### src/rtl/pc_unit.sv
// Program-counter unit: next-PC selection, stall/halt control and fetch handshake.
// Optional misaligned-redirect trap and mret support when PC_TRAP_EN is defined.
module pc_unit #(
  parameter int unsigned      XLEN         = 32,
  parameter logic [XLEN-1:0]  RESET_VECTOR = '0,
  parameter int unsigned      INC          = 4,
  parameter int unsigned      ALIGN        = 2,
  parameter logic [XLEN-1:0]  TRAP_VECTOR  = XLEN'(32'h100)
) (
  input  logic            clk,
  input  logic            reset_n,
  input  logic            stall,
  input  logic            fetch_ready,
  input  logic            redirect_valid,
  input  logic [XLEN-1:0] redirect_target,
  input  logic            halt,
  input  logic            resume,
  input  logic            mret,
  output logic [XLEN-1:0] pc_out,
  output logic            pc_valid,
  output logic [XLEN-1:0] epc,
  output logic            trap_taken,
  output logic [1:0]      state
);

`ifdef PC_TRAP_EN
  localparam bit TrapEn = 1'b1;
`else
  localparam bit TrapEn = 1'b0;
`endif

  localparam logic [XLEN-1:0] IncVal  = XLEN'(INC);
  localparam logic [XLEN-1:0] LowMask = XLEN'((64'd1 << ALIGN) - 64'd1);

  typedef enum logic [1:0] {
    StBoot   = 2'd0,
    StRun    = 2'd1,
    StHalted = 2'd2
  } state_e;

  state_e          state_q, state_d;
  logic [XLEN-1:0] pc_q, pc_d;
  logic            pc_valid_q;
  logic [XLEN-1:0] epc_q, epc_d;
  logic            trap_q, trap_d;

  logic            accept;
  logic            misaligned;
  logic            take_trap;
  logic            mret_act;
  logic [XLEN-1:0] redir_pc;

  assign accept     = pc_valid_q & fetch_ready & ~stall;
  assign misaligned = |(redirect_target & LowMask);
  assign take_trap  = TrapEn & redirect_valid & misaligned;
  assign mret_act   = TrapEn & mret;

  // Without the trap build, misaligned targets are silently truncated.
  always_comb begin
    redir_pc = redirect_target & ~LowMask;
    if (take_trap) begin
      redir_pc = TRAP_VECTOR;
    end
  end

  always_comb begin
    state_d = state_q;
    pc_d    = pc_q;
    epc_d   = epc_q;
    trap_d  = 1'b0;

    unique case (state_q)
      StBoot: begin
        state_d = StRun;
        pc_d    = RESET_VECTOR;
      end

      StRun: begin
        if (halt) begin
          state_d = StHalted;
        end
        if (mret_act) begin
          pc_d = epc_q;
        end else if (redirect_valid) begin
          pc_d = redir_pc;
          if (take_trap) begin
            epc_d  = redirect_target;
            trap_d = 1'b1;
          end
        end else if (halt) begin
          pc_d = pc_q;
        end else if (accept) begin
          pc_d = pc_q + IncVal;
        end
      end

      StHalted: begin
        if (resume && !halt) begin
          state_d = StRun;
        end
        // Debugger set-PC: redirect still lands while halted.
        if (redirect_valid) begin
          pc_d = redir_pc;
          if (take_trap) begin
            epc_d  = redirect_target;
            trap_d = 1'b1;
          end
        end
      end

      default: begin
        state_d = StBoot;
        pc_d    = RESET_VECTOR;
      end
    endcase
  end

  always_ff @(posedge clk) begin
    if (!reset_n) begin
      state_q    <= StBoot;
      pc_q       <= RESET_VECTOR;
      pc_valid_q <= 1'b0;
      epc_q      <= '0;
      trap_q     <= 1'b0;
    end else begin
      state_q    <= state_d;
      pc_q       <= pc_d;
      pc_valid_q <= (state_d == StRun);
      epc_q      <= epc_d;
      trap_q     <= trap_d;
    end
  end

  assign pc_out     = pc_q;
  assign pc_valid   = pc_valid_q;
  assign epc        = epc_q;
  assign trap_taken = trap_q;
  assign state      = state_q;

endmodule

### config.mk
export PLATFORM = sky130hd
export DESIGN_NAME = pc_unit
export DESIGN_NICKNAME = d
export VERILOG_FILES = /design/src/rtl/pc_unit.sv
export SDC_FILE = /design/constraint.sdc
export NUM_CORES = 1
export LEC_CHECK = 0
export BUFFER_PORTS_ARGS = -buffer_cell sky130_fd_sc_hd__buf_2
export CAP_MARGIN = 0
export CORE_MARGIN = 1
export CORE_UTILIZATION = 52
export CTS_CLUSTER_SIZE = 24
export DETAILED_ROUTE_END_ITERATION = 8
export PLACE_DENSITY = 0.87
export SKIP_CTS_REPAIR_TIMING = 1
export SYNTH_ARGS = -nofsm -noshare
export SYNTH_HDL_FRONTEND = slang
export SYNTH_SLANG_ARGS = --single-unit
### constraint.sdc
create_clock -name clk -period 4.78 [get_ports clk]
set_input_delay 0.956 -clock clk [delete_from_list [all_inputs] [get_ports clk]]
set_output_delay 0.956 -clock clk [all_outputs]
set_load 0.1 [all_outputs]
==> out/metrics.csv <==
stage;metric;value;unit
min_path;holdCritStartpoint;pc_out[31]$_SDFFE_PN0P_;
critical_path;slowest_stage;nor2_1;
critical_path;reg2reg_from;state[0]$_SDFF_PN0_;
timing;slew_violations;0;
logic_synthesis;syn_inst;310;
die;die_area;5030;sq um
global_route;antenna_found_initial;0;
cells_and_area;multiInputGateArea;1525;sq um
die;start_util;55.20;%
critical_path;crit_type;input pin to flop;
critical_path;crit_family;simple AND/OR/NAND/NOR gates;
drt;totalWireLength;6090;um
critical_path;crit_buf_inv;1;
global_route;grt_max_degree;19;
global_route;grt_pass1_wl;10010;um
place;place_ws;1.785;ns
power;ir_drop;0.2130;mV
timing;finalClockSkew;0.005471;ns
clock_network;worstSkewPairLatency;0.30;ns
clock_network;cts.sinks;33;
clock_network;cts_buffers;5;
cells_and_area;fillerInstances;427;
die;ioPinCount;108;
logic_synthesis;yosysSeqAreaShare;26.75;%
run;max-cap-violations;0;
drt;wl_per_cell;14.43;um
timing;finalHoldViolCount;0;
place;place.gp.congestion;0.8747;
place;io_buffers;69;
cells_and_area;seq_area;660.6;sq um
place;placed_area;2626;sq um
logic_synthesis;synth_area;2470;sq um
run_status;status;finished, violations left;
clock_network;clk_path_buf_depth;2;
timing;fin_hold_ws;0.5451;ns
critical_path;cp_data_arrival_time;2.90;ns
timing;tightest_slew;1.040;ns
timing;fin_ws;2.083;ns
cells_and_area;layout.nets;414;
cells_and_area;final_cell_area;2743;sq um
cells_and_area;antenna_cells;0;
critical_path;critPathMaxFanout;16;
critical_path;end_kind;flop;
die;num_rows;24;
power;power_density;310.6;nW/um^2
place;detailed_place_hpwl;4393;um
critical_path;crit_start;redirect_valid;
logic_synthesis;ys_types;57;
die;core_area;4474;sq um
cells_and_area;area_delta_synth_final;11.04;%
timing;setup-violations-final;0;
drt;via_per_inst;5.898;
clock_network;cts_tree;built;
drt;dr.pass1.iters;9;
cells_and_area;fin_util;61.30;%
drt;drcViolationCount;12;
timing;post-route-period-util;56.43;%
critical_path;worstPathCellList;buf_2, nand2b_1, o21a_1, nor2_1, o21ai_0, o311ai_1;
clock_network;root_buffer;clkbuf_8;
timing;slew-limit-headroom;30.41;%
global_route;grt_util_all_layers;24.92;%
die;die_height;70.92;um
min_path;min_path_type;flop to flop;
drt;final_antenna_net_count;0;
global_route;overflow;0;
cells_and_area;drive_gt1_share;23.51;%
run_status;violations;design-rule violations;
logic_synthesis;yosys_warnings;0;
drt;drtIter0Drc;289;
timing;max_freq;370.7;MHz
power;p_leak;1.217;nW
timing;setup_tns;0;ns
critical_path;worstSetupStartpointType;input pin;
timing;rsz0062_at_grt;no;
clock_network;htreeDepth;2;
logic_synthesis;synth_edf_count;0;
global_route;grt_pass1_vias;2180;
logic_synthesis;synth-seq-cells;33;
logic_synthesis;async_flop_share;0;%
critical_path;max_stage_delay;0.79;ns
logic_synthesis;syn_area_per_cell;7.967;sq um
logic_synthesis;ys_dominant_reg_cell;dfxtp_1;
critical_path;required;4.99;ns
timing;min_period;2.697;ns
drt;vias;2489;
clock_network;clk_pin_slew;0.07;ns
die;dieWidth;70.92;um
-- cells in the final DEF, fill, tap and decap left out, drive strengths merged, types with 2 or more instances in the layout --
master / n
a32oi: 4
o311ai: 9
nand2b: 5
a41oi: 4
a21oi: 11
xor2: 7
ha: 5
or3: 2
clkbuf: 7
nor2b: 2
xnor2: 2
nand2: 27
o22ai: 5
nor3b: 2
buf: 70
nor4: 3
o21a: 2
nand4b: 2
nor2: 28
inv: 6
o21ai: 23
nor3: 5
nand4: 12
a31oi: 4
dfxtp: 33
nand3: 16
a22o: 2
and3: 4
a211oi: 2
a22oi: 14
conb: 35
or4: 2
-- final cells by class --
class,instances,area share [%]
clock buffer,7,3.148
sequential,33,24.09
timing repair buffer,70,12.86
clock inverter,1,1.095
multi-input combinational,253,55.61
tap,52,2.372
inverter,6,0.8212
-- kinds of logic after synthesis --
family,share of synthesized area (%)
fa+ha+maj,2.533
xor+xnor,3.192
flops,26.75
other cells,0.1518
mux,0.8612
buf+inv,16.67
compound gates,24.32
simple gates,25.53
-- final timing paths --
path,end,depth (start not counted),slack (ns)
max,pc_out[14]$_SDFFE_PN0P_,6,2.08
min,pc_out[31]$_SDFFE_PN0P_,2,0.55
max reg2reg,pc_out[14]$_SDFFE_PN0P_,6,2.12
min reg2reg,pc_out[31]$_SDFFE_PN0P_,2,0.55
-- stage by stage --
step | total power (W) | instances
2_1_floorplan | 0.0005653 | 344
3_3_place_gp | 0.0005729 | 414
3_5_place_dp | 0.0005758 | 414
4_1_cts | 0.0008549 | 422
5_1_grt | 0.0008834 | 422
6_report | 0.0008519 | 422
-- power by group --
part / switching [W] / internal (W) / total [W]
registers: 0.0000126 / 0.000283 / 0.000296
logic: 0.000236 / 0.0000396 / 0.000275
clock network: 0.000111 / 0.000170 / 0.000281
-- tightest hold or removal path, stage by stage, from the launching register on --
cell and delay [ns]:
dfxtp_1 0.34, a21oi_1 0.12, nor2_1 0.05
-- cell usage after synthesis (all sizes together), types with 3 or more instances --
cell,n,area share (%)
a21oi,11,2.2
a22oi,14,4.3
a31oi,4,1.0
a32oi,4,1.4
a41oi,4,1.4
and3,4,1.0
buf,44,14
clkbuf,8,2.0
dfxtp,33,27
ha,5,2.5
inv,6,0.91
nand2,27,4.1
nand2b,5,1.3
nand3,16,3.4
nand4,12,4.5
nor2,28,4.4
nor3,5,1.0
nor4,3,1.4
o21ai,23,4.8
o22ai,5,1.3
o311ai,9,3.2
xor2,7,2.5
-- registers in the layout, indices dropped and copies added (netlist names) --
name      count
pc_out       30
pc_valid      1
state         2
-- routing by layer --
layer / vias to the layer above / track usage (%) / part of all wire (%)
met5: - / 0 / 0
met4: 0 / 8.889 / 1.3
met3: 14 / 5.413 / 8.1
met2: 129 / 40.06 / 48
met1: 1146 / 33.07 / 43
li1: 1200 / - / -
(Power assumes the default switching activity.)
